**config.mk**
```make
export PLATFORM = sky130hd
export DESIGN_NAME = key_display_ctrl
export DESIGN_NICKNAME = d
export VERILOG_FILES = /design/src/rtl/key_display_ctrl.sv
export SDC_FILE = /design/constraint.sdc
export NUM_CORES = 1
export LEC_CHECK = 0
export CORE_AREA = 8 8 70 72
export DETAILED_ROUTE_END_ITERATION = 16
export DIE_AREA = 0 0 78 80
export PLACE_DENSITY_LB_ADDON = 0.3
export SYNTH_ARGS = -nofsm -noshare
export SYNTH_HDL_FRONTEND = slang
export SYNTH_SLANG_ARGS = --single-unit
```
**constraint.sdc**
```tcl
create_clock -name clk -period 4.33 [get_ports clk]
set_input_delay 0.866 -clock clk [delete_from_list [all_inputs] [get_ports clk]]
set_output_delay 0.866 -clock clk [all_outputs]
set_load 0.005 [all_outputs]
```
**src/rtl/key_display_ctrl.sv**
```systemverilog
//------------------------------------------------------------------------------
// key_display_ctrl : key-event FIFO feeding a two-digit multiplexed hex display
// Revision 1.0
//------------------------------------------------------------------------------
`default_nettype none

module key_display_ctrl #(
  parameter int DWELL = 3000,
  parameter int BLANK = 30,
  parameter int DEPTH = 4
) (
  input  logic                     clk,
  input  logic                     rst,
  input  logic                     key_valid,
  input  logic [3:0]               key_code,
  output logic [1:0]               digit_sel,
  output logic [3:0]               seg_digit,
  output logic [3:0]               new_digit,
  output logic [3:0]               old_digit,
  output logic [$clog2(DEPTH):0]   fifo_count,
  output logic                     overflow
);

  localparam int AW   = $clog2(DEPTH);
  localparam int MAXN = (DWELL > BLANK) ? DWELL : BLANK;
  localparam int CW   = $clog2(MAXN);

  typedef enum logic [1:0] {
    S_NEW     = 2'd0,
    S_BLANK_A = 2'd1,
    S_OLD     = 2'd2,
    S_BLANK_B = 2'd3
  } state_t;

  state_t          state_q, state_d;
  logic [CW-1:0]   cnt_q, cnt_d;
  logic [3:0]      mem_q [DEPTH];
  logic [AW-1:0]   head_q, tail_q;
  logic [AW:0]     count_q;
  logic [3:0]      new_q, old_q;
  logic            ovf_q;

  logic            lit, last, pop, full, push, drop;

  always_comb begin
    lit  = (state_q == S_NEW) || (state_q == S_OLD);
    last = lit ? (cnt_q == CW'(DWELL - 1)) : (cnt_q == CW'(BLANK - 1));
    // Pops happen only on the first cycle of a blank window so a lit digit never changes.
    pop  = !lit && (cnt_q == '0) && (count_q != '0);
    full = (count_q == (AW+1)'(DEPTH));
    push = key_valid && (!full || pop);
    drop = key_valid && full && !pop;
  end

  always_comb begin
    state_d = state_q;
    cnt_d   = cnt_q + CW'(1);
    if (last) begin
      cnt_d = '0;
      unique case (state_q)
        S_NEW:     state_d = S_BLANK_A;
        S_BLANK_A: state_d = S_OLD;
        S_OLD:     state_d = S_BLANK_B;
        default:   state_d = S_NEW;
      endcase
    end
  end

  always_ff @(posedge clk) begin
    if (rst) begin
      state_q <= S_NEW;
      cnt_q   <= '0;
      head_q  <= '0;
      tail_q  <= '0;
      count_q <= '0;
      new_q   <= '0;
      old_q   <= '0;
      ovf_q   <= 1'b0;
    end else begin
      state_q <= state_d;
      cnt_q   <= cnt_d;
      if (push) begin
        mem_q[tail_q] <= key_code;
        tail_q        <= tail_q + AW'(1);
      end
      if (pop) begin
        old_q  <= new_q;
        new_q  <= mem_q[head_q];
        head_q <= head_q + AW'(1);
      end
      case ({push, pop})
        2'b10:   count_q <= count_q + (AW+1)'(1);
        2'b01:   count_q <= count_q - (AW+1)'(1);
        default: count_q <= count_q;
      endcase
      if (drop) begin
        ovf_q <= 1'b1;
      end
    end
  end

  always_comb begin
    digit_sel = 2'b00;
    seg_digit = 4'h0;
    case (state_q)
      S_NEW: begin
        digit_sel = 2'b01;
        seg_digit = new_q;
      end
      S_OLD: begin
        digit_sel = 2'b10;
        seg_digit = old_q;
      end
      default: begin
        digit_sel = 2'b00;
        seg_digit = 4'h0;
      end
    endcase
  end

  assign new_digit  = new_q;
  assign old_digit  = old_q;
  assign fifo_count = count_q;
  assign overflow   = ovf_q;

endmodule

`default_nettype wire

```
# Word level (Yosys, flattened, before mapping)
# Memory sizes are Yosys's and may differ from the RTL's. A register that Yosys moved wholly into a read port is not among the register bits.
# Index checks and enable logic that the tools add are counted.
# Widths: inputs -> output; s select.
totals:
  inputBits: 7
  ram_bits: 16
  reg_bits: 26
  memories: 1
mem_list:
  columns: ["name", "depth", "word_bits", "read_ports", "rd_clocked_by_memory_dff", "wr", "line", "text"]
  rows:
  - ["mem_q", 4, 4, 1, 1, 1, "37", "logic [3:0] mem_q [DEPTH];"]
classes:
  addsub: 5
  n_reduce_logical: 15
  n_eq_ne: 7
  muxes: 8
ops:
  columns: ["operator", "n"]
  rows:
  - ["$add 12x1->12 const B", 1]
  - ["$eq 12x12->1 const B", 1]
  - ["$eq 12x5->1 const B", 1]
  - ["$logic_not 12->1", 1]
  - ["$pmux 4 s2", 1]
  - ["$pmux 2 s3", 1]
  - ["$pmux 3 s2", 1]
  - ["$logic_and 1x1->1", 5]
  - ["$add 2x1->2 const B", 2]
  - ["$eq 2x1->1 const B", 2]
  - ["$eq 2x2->1 const B", 2]
  - ["$mux 1", 4]
  - ["$pmux 2 s2", 1]
  - ["$add 3x1->3 const B", 1]
  - ["$eq 3x3->1 const B", 1]
  - ["$logic_not 1->1", 3]
  - ["$reduce_bool 3->1", 1]
  - ["$sub 3x1->3 const B", 1]
  - ["$logic_not 2->1", 1]
  - ["$logic_or 1x1->1", 2]
  - ["$reduce_bool 2->1", 1]
  - ["$reduce_or 2->1", 1]

# Logic depth before layout (Yosys ltp)
# Gate-level depths: netlist of the first run.
depth:
  ltp_word: 10
  ltp_mapped: 11

# Least setup slack after synthesis of the first run
# OpenSTA, ideal clock, no wires.
synth_timing:
  kind: "reg2reg"
  startpoint: "reg state_q[0]"
  endpoint: "reg count_q[2], in the netlist fifo_count[2]"
  setup_slack_ns: 1.731
  n_path_buf: 1
  synth_period_minus_slack_ns: 2.599
  setup_ns: 0.121
  path_stages_with_launch: 12
  arrival_time_ns: 2.477
  path_cell_list: "dfxtp_1 > inv_1 > ha_1 > clkbuf_2 > nor2_1 > nand3_1 > nor3_2 > inv_1 > fa_1 > or2_2 > o2bb2a_4 > mux2_4"
synth_via:
  elab_chain_cells: 9
synth_lines:
  columns: ["element", "line", "text"]
  rows:
  - ["from (decl)", "35", "state_t state_q, state_d;"]
  - ["from (signal assigned)", "80", "state_q <= state_d;"]
  - ["$eq 2x2->1 or $logic_not 2->1 (tied branches)", "46", "lit = (state_q == S_NEW) || (state_q == S_OLD);"]
  - ["$logic_or 1x1->1 *", "46", null]
  - ["$logic_not 1->1 *", "49", "pop = !lit && (cnt_q == '0) && (count_q != '0);"]
  - ["$logic_and 1x1->1 * (2 in series)", "49", null]
  - ["$logic_or 1x1->1", "51", "push = key_valid && (!full || pop);"]
  - ["$logic_and 1x1->1", "51", null]
  - ["$eq 2x1->1 or $eq 2x2->1 (tied branches)", "91", "case ({push, pop})"]
  - ["$pmux 3 s2 or $reduce_bool 2->1 (tied branches)", null, null]
  - ["to (signal assigned)", "92", "2'b10: count_q <= count_q + (AW+1)'(1);"]
  - ["to (signal assigned)", "93", "2'b01: count_q <= count_q - (AW+1)'(1);"]
  - ["to (signal assigned)", "94", "default: count_q <= count_q;"]
  - ["to (decl)", "39", "logic [AW:0] count_q;"]
# Mark *: on every way between the ends. The rest lies on a longest branch, timed or not.
# A chain may end at the register's enable or synchronous reset.

# Worst setup path after layout of the first run
# Same ends and word-level chain as after synthesis.

==> key figures, run 1 <==
Outcome
  • Outcome: completed

Power and ir drop
  • Switching share of power: 24.1%
  • P_int: 0.605 mW
  • Logic pwr share: 7.2%
  • Clock share of power: 34.3%
  • Register share of total power: 58.4%
  • Static leakage: 0.961 nW
  • Worst VDD drop: 0.290 mV
  • NetSw: 0.192 mW
  • Power per cell area: 314 mW/mm^2

GRT
  • Pin count of the biggest net entering global routing: 26
  • Initial antenna violation count: 0
  • Vias in the first global route: 1,512
  • First-pass GRT wire length: 7.03 mm
  • Total global-route track usage: 14.2%
  • Grt total ovfl: 0

Logic synthesis
  • Adder-Cell Fraction of Synth Area: 6.10%
  • Sequential fraction of the synthesis area: 49.7%
  • Top FF cell, synth: dfxtp_1
  • Post-Syn Area: 0.00217 sq mm
  • Post-synthesis compound-gate area fraction: 6.16%
  • Syn_area_per_cell: 11.0 sq um
  • #FFs+latches synth: 46
  • Multiplexer share of the synthesized area: 10.5%
  • Xor/xnor share of the synthesized area: 4.43%
  • Synth warn: 0
  • FFs w/ async S/R, synth: 0%
  • Combinational family with the most area after synthesis: simple AND/OR/NAND/NOR gates
  • Post-synthesis simple-gate area fraction: 19.3%
  • Synth Net Count: 214
  • Yosys cell types: 45
  • Cells after Synth: 197
  • Post-synth EDFFs: 16

Cells and area
  • Area delta synth->final: 16.9%
  • Final net count: 238
  • Most common cell after layout, fill and taps aside: nor2_1
  • Ratio of cells with drive above 1 in the final layout: 13.1%
  • Highest-count cells in the layout ignoring fill and taps: nor2_1, dfxtp_1, clkdlybuf4s50_1, edfxtp_1, inv_1
  • Antenna cells: 0

Setup path
  • Critical path class: flip-flop to flip-flop
  • CP max FO: 9
  • Worst setup path endpoint: fifo_count[2]$_SDFFE_PP0P_
  • Crit-path cells: inv_1, ha_1, nor2_1, nand3_1, nor3_2, inv_1, fa_1, or2_2, o2bb2a_4, mux2_4
  • Critical Path RT: 4.52 ns
  • RR Endpoint: fifo_count[2]$_SDFFE_PP0P_
  • Reg2Reg Depth: 10
  • CP max-delay cell: fa_1
  • Most used cell along the critical path: inv_1
  • Family with the most delay on the worst path: simple AND/OR/NAND/NOR gates
  • CP Depth: 10
  • Worst Setup SP: state_q[0]$_SDFFE_PP0P_
  • Nature of the critical path startpoint: flip-flop
  • Setup crit end kind: flip-flop
  • WP data arrival: 2.99 ns
  • Critical R2R Launch: state_q[0]$_SDFFE_PP0P_
  • Reg2Reg Setup Slack: 1.53 ns
  • CP peak stage delay: 0.42 ns
  • Bufs and invs on worst path: 2

Timing
  • Relative slew slack: 52.2%
  • Unrepaired setup endpoints after global routing: no
  • Clk_skew: 0.00661 ns
  • Slew @ Worst Pin: 0.714 ns
  • Crit share post-route: 64.6%
  • Final min period: 2.80 ns
  • Fin worst setup slack: 1.53 ns
  • Final hold vios: 0
  • Fin. max-slew vios: 0
  • Setup violators final: 0
  • Setup TNS: 0 ns
  • FMAX: 358 MHz

Die
  • Die area: 0.00624 sq mm
  • FP Rows: 23
  • CORE AREA: 0.00386 sq mm
  • Chip Width: 78 um
  • Die H: 80 um
  • Num ports: 25
  • Initial core utilization: 56.4%

Clocking
  • # hold bufs at CTS: 0
  • TritonCTS clock tree: built
  • CTS buffer count: 5
  • Skew-Pair Late Insertion Delay: 0.30 ns
  • Post-CTS setup buffer count: 0
  • CTS H-tree depth: 2
  • Gates resized, CTS repair: 0
  • Reg clk slew, reported paths: 0.09 ns
  • Root Driver: clkbuf_8
  • Sink Count: 46
  • CTS max path bufs: 2

Route
  • Final wirelength: 4.17 mm
  • Number of routed nets with antenna violations: 0
  • DR WL/cell: 15.3 um
  • DRC Markers: 0
  • 1st-pass router iterations: 4
  • DR vias: 1,471
  • DR vias/cell: 5.41
  • Initial DRC count: 93

Min path
  • HP Class: flip-flop to flip-flop
  • WHS Path Cells: 2

Place
  • Setup WS pre-CTS: 1.23 ns
  • PortBufs: 24
  • HPWL Detailed: 3.24 mm
  • GPL Wtd Cong: 0.829

Run
  • Maxcap violations: 0
per-stage QoR:
step | util, % | total power, mW | instances | instance area [sq um] | hold slack (ns)
final | 65.9 | 0.797 | 272 | 2540 | 0.476
after global routing | 65.9 | 0.835 | 272 | 2540 | 0.529
after CTS | 65.9 | 0.808 | 272 | 2540 | 0.479
after floorplan | - | 0.511 | 197 | 2170 | 0.441
after detailed placement | 63.4 | 0.534 | 264 | 2450 | 0.460
after global placement | 63.4 | 0.529 | 264 | 2450 | 0.462
worst min-delay path by stage:
stage | startpoint | to | slack (ns)
floorplan | cnt_q[0]$_SDFF_PP0_ | cnt_q[0]$_SDFF_PP0_ | 0.44
global placement | overflow$_SDFFE_PP0P_ | overflow$_SDFFE_PP0P_ | 0.46
detailed placement | overflow$_SDFFE_PP0P_ | overflow$_SDFFE_PP0P_ | 0.46
CTS | overflow$_SDFFE_PP0P_ | overflow$_SDFFE_PP0P_ | 0.48
global route | overflow$_SDFFE_PP0P_ | overflow$_SDFFE_PP0P_ | 0.53
finish | overflow$_SDFFE_PP0P_ | overflow$_SDFFE_PP0P_ | 0.48
state kept, by name, indices dropped and copies added, names as in the netlist:
signal,flops
mem_q,16
fifo_count,3
state_q,2
tail_q,2
new_digit,4
overflow,1
old_digit,4
head_q,2
cnt_q,12
layer usage:
layer / wire (um) / up-vias / global-route usage (%)
li1: - / 736 / -
met1: 1700 / 715 / 14.5
met2: 2320 / 14 / 26.8
met3: 97 / 6 / 2.93
met4: 52 / 0 / 6.67
met5: 0 / - / 0
power groups by stage:
stage	registers, mW	logic, mW	clock network [mW]
floorplan	0.473	0.0384	0
finish	0.466	0.0576	0.274
global placement	0.474	0.0544	0
detailed placement	0.476	0.0584	0
global route	0.467	0.0651	0.303
CTS	0.466	0.0585	0.283
cell type report:
type                       count  area (sq um)
clock buffer                   5          68.8
clock inverter                 3          26.3
fill                         317          1320
inverter                      12          45.0
multi-input combinational    131          1010
sequential                    46          1080
tap                           50          62.6
timing repair buffer          25           248
cells by family after synthesis:
family / after synthesis
DFF: 46
AOI/OAI and AO/OA: 16
xor gates and xnor gates: 11
adders and majority gates: 10
and+or+nand+nor: 77
buffers and inverters: 20
muxes: 17
synth_stat cells, types with 3 or more instances:
cell type	count	area, sq um
and4_2	3	30.0
ha_1	9	113
xor2_1	5	43.8
mux4_2	4	90.1
nor2_1	38	143
edfxtp_1	16	480
clkbuf_1	4	15.0
inv_1	12	45.0
nor3b_1	4	30.0
dfxtp_1	30	601
xnor2_1	6	52.6
o21ai_2	3	26.3
nand2_1	6	22.5
nand3_1	4	20.0
mux2i_1	10	100
o21ai_0	3	15.0
and3_1	4	25.0
a22o_1	4	35.0
worst reg2reg max path, cell delays in order, from the launching register on:
cell	delay (ns)
dfxtp_1	0.36
inv_1	0.09
ha_1	0.32
nor2_1	0.18
nand3_1	0.19
nor3_2	0.21
inv_1	0.13
fa_1	0.42
or2_2	0.32
o2bb2a_4	0.20
mux2_4	0.29
Note: power is estimated with default switching activity, not from simulation.
==> inputs of run 2 (changes only) <==
--- a/config.mk
+++ b/config.mk
@@ -5,9 +5,9 @@
 export SDC_FILE = /design/constraint.sdc
 export NUM_CORES = 1
 export LEC_CHECK = 0
-export CORE_AREA = 8 8 70 72
+export CORE_AREA = 8 8 75 77
 export DETAILED_ROUTE_END_ITERATION = 16
-export DIE_AREA = 0 0 78 80
+export DIE_AREA = 0 0 83 85
 export PLACE_DENSITY_LB_ADDON = 0.3
 export SYNTH_ARGS = -nofsm -noshare
 export SYNTH_HDL_FRONTEND = slang
==> constraint.sdc (replaced) <==
create_clock -name clk -period 2.3 [get_ports clk]
set_input_delay 0.46 -clock clk [delete_from_list [all_inputs] [get_ports clk]]
set_output_delay 0.46 -clock clk [all_outputs]
set_load 0.005 [all_outputs]
==> run 2 against run 1 <==
- first-iteration DRC count increased by 3.2%
- power is 93% higher
- cell count increased by 13%
- critical path depth unchanged
==> key figures, run 2 (synthesized netlist as in run 1, its figures left out) <==
Timing
  • Min Hold Slack: 0.500 ns (was 0.476 ns)
  • Relative slew slack: 71.2% (was 52.2%)
  • Final hold vios: 0 (unchanged)
  • Clk_skew: 0.00774 ns (was 0.00661 ns)
  • FMAX: 450 MHz (was 358 MHz)
  • Final min period: 2.22 ns (was 2.80 ns)
  • Setup TNS: 0 ns (unchanged)
  • Slew @ Worst Pin: 0.430 ns (was 0.714 ns)
  • Crit share post-route: 96.6% (was 64.6%)
  • Fin. max-slew vios: 0 (unchanged)
  • Setup violators final: 0 (unchanged)

Route
  • 1st-pass router iterations: 4 (unchanged)
  • DR WL/cell: 13.8 um (was 15.3 um)
  • Final wirelength: 4.24 mm (was 4.17 mm)
  • DR vias: 1,579 (was 1,471)
  • Initial DRC count: 96 (was 93)
  • DRC Markers: 0 (unchanged)
  • DR vias/cell: 5.14 (was 5.41)
  • Number of routed nets with antenna violations: 0 (unchanged)

Setup path
  • Nature of the critical path startpoint: flip-flop (unchanged)
  • CP max FO: 4 (was 9)
  • WP data arrival: 2.43 ns (was 2.99 ns)
  • Setup crit end kind: flip-flop (unchanged)
  • Reg2Reg Depth: 10 (unchanged)
  • Critical path class: flip-flop to flip-flop (unchanged)
  • Critical Path RT: 2.51 ns (was 4.52 ns)

Cells and area
  • Highest-count cells in the layout ignoring fill and taps: nor2_1, buf_4, dfxtp_1, clkdlybuf4s50_1, edfxtp_1 (was nor2_1, dfxtp_1, clkdlybuf4s50_1, edfxtp_1, inv_1)
  • Storage element area: 0.00109 sq mm (was 0.00108 sq mm)
  • Final instance area: 0.00284 sq mm (was 0.00254 sq mm)
  • Final net count: 269 (was 238)
  • Multi-input logic area: 0.00107 sq mm (was 0.00101 sq mm)
  • Ratio of cells with drive above 1 in the final layout: 28.1% (was 13.1%)
  • Most common cell after layout, fill and taps aside: nor2_1 (unchanged)
  • # fillers: 365 (was 317)
  • Area delta synth->final: 30.8% (was 16.9%)
  • Largest registers: mem_q (16), cnt_q (12) (unchanged)
  • Largest Register: mem_q (unchanged)
  • Antenna cells: 0 (unchanged)
  • Number of flip-flops in the largest register: 16 (unchanged)

Clocking
  • CTS buffer count: 5 (unchanged)
  • Skew-Pair Late Insertion Delay: 0.31 ns (was 0.30 ns)
  • CTS max path bufs: 2 (unchanged)
  • Reg clk slew, reported paths: 0.10 ns (was 0.09 ns)
  • Root Driver: clkbuf_8 (unchanged)
  • # hold bufs at CTS: 0 (unchanged)
  • TritonCTS clock tree: built (unchanged)
  • Sink Count: 46 (unchanged)
  • CTS H-tree depth: 2 (unchanged)

Die
  • Die area: 0.00706 sq mm (was 0.00624 sq mm)
  • Initial core utilization: 47.9% (was 56.4%)
  • Chip Width: 83 um (was 78 um)
  • Num ports: 25 (unchanged)
  • FP Rows: 25 (was 23)
  • Die H: 85 um (was 80 um)
  • CORE AREA: 0.00454 sq mm (was 0.00386 sq mm)

GRT
  • Vias in the first global route: 1,509 (was 1,512)
  • Pin count of the biggest net entering global routing: 18 (was 26)
  • Grt total ovfl: 0 (unchanged)
  • Initial antenna violation count: 0 (unchanged)
  • First-pass GRT wire length: 7.05 mm (was 7.03 mm)
  • Total global-route track usage: 12.1% (was 14.2%)

Outcome
  • Outcome: completed (unchanged)

Place
  • PortBufs: 24 (unchanged)
  • GPL Wtd Cong: 0.747 (was 0.829)
  • HPWL Detailed: 3.13 mm (was 3.24 mm)
  • Placement Cell Area: 0.00267 sq mm (was 0.00245 sq mm)

Power and ir drop
  • Power per cell area: 540 mW/mm^2 (was 314 mW/mm^2)
  • Total Power: 1.54 mW (was 0.797 mW)
  • Worst VDD drop: 0.464 mV (was 0.290 mV)
  • Static leakage: 1.13 nW (was 0.961 nW)

Run
  • Maxcap violations: 0 (unchanged)

Min path
  • WHS Path Cells: 1 (was 2)
  • HP Class: flip-flop to flip-flop (unchanged)
[run 2: changes by cell type in the layout (fill, tap and decap cells not counted), sizes merged]
cell / previous run / this run
buf: 1 / 32
inv: 15 / 14
clkinv: 0 / 1
[run 2: what timing repair did]
action,CTS,global route
pin swaps,4,4
setup endpoints to repair,1,18
setup buffers,7,2
gates resized for setup,2,2
gates cloned,0,0
hold endpoints to repair,0,0
[run 2: final cells by class]
type	instances	share of cell area [%]
sequential	46	38.2
tap	54	2.38
timing repair buffer	56	16.9
clock buffer	5	2.42
multi-input combinational	131	37.5
clock inverter	3	1.01
inverter	12	1.58
[run 2: power by group]
part / internal [mW] / leakage [nW] / switching [mW] / total [mW]
combinational: 0.0648 / 0.689 / 0.0605 / 0.125
clock: 0.228 / 0.0506 / 0.311 / 0.538
sequential: 0.860 / 0.390 / 0.0132 / 0.873
[run 2: metal layers]
metal / up-vias / global-route usage (%) / share of wire [%]
met2: 27 / 20.7 / 51
met4: 0 / 4.79 / 1.9
li1: 796 / - / -
met3: 9 / 3.93 / 3.9
met5: - / 0 / 0
met1: 747 / 13.7 / 44
[run 2: path summary, 6_finish.rpt]
path | startpoint | end | slack (ns)
max | state_q[1]$_SDFFE_PP0P_ | fifo_count[2]$_SDFFE_PP0P_ | 0.08
max reg2reg | state_q[1]$_SDFFE_PP0P_ | fifo_count[2]$_SDFFE_PP0P_ | 0.08
min | cnt_q[0]$_SDFF_PP0_ | cnt_q[0]$_SDFF_PP0_ | 0.50
min reg2reg | cnt_q[0]$_SDFF_PP0_ | cnt_q[0]$_SDFF_PP0_ | 0.50
[run 2: per-stage QoR]
step                      setup WS (ns)  util (%)  instances
after floorplan                 -0.0458         -        197
after global placement          -0.0302      58.8        290
after detailed placement        -0.0546      58.8        290
after CTS                        0.0194      62.2        305
after global routing           -0.00677      62.7        307
final                            0.0790      62.7        307
[run 2: critical path, stage by stage, from the launching register on]
cell,delay (ns)
dfxtp_2,0.38
inv_2,0.05
ha_4,0.16
nor2_4,0.13
nand3_4,0.09
nor3_4,0.20
inv_2,0.06
fa_2,0.33
or2_4,0.23
o2bb2a_4,0.19
mux2_4,0.28
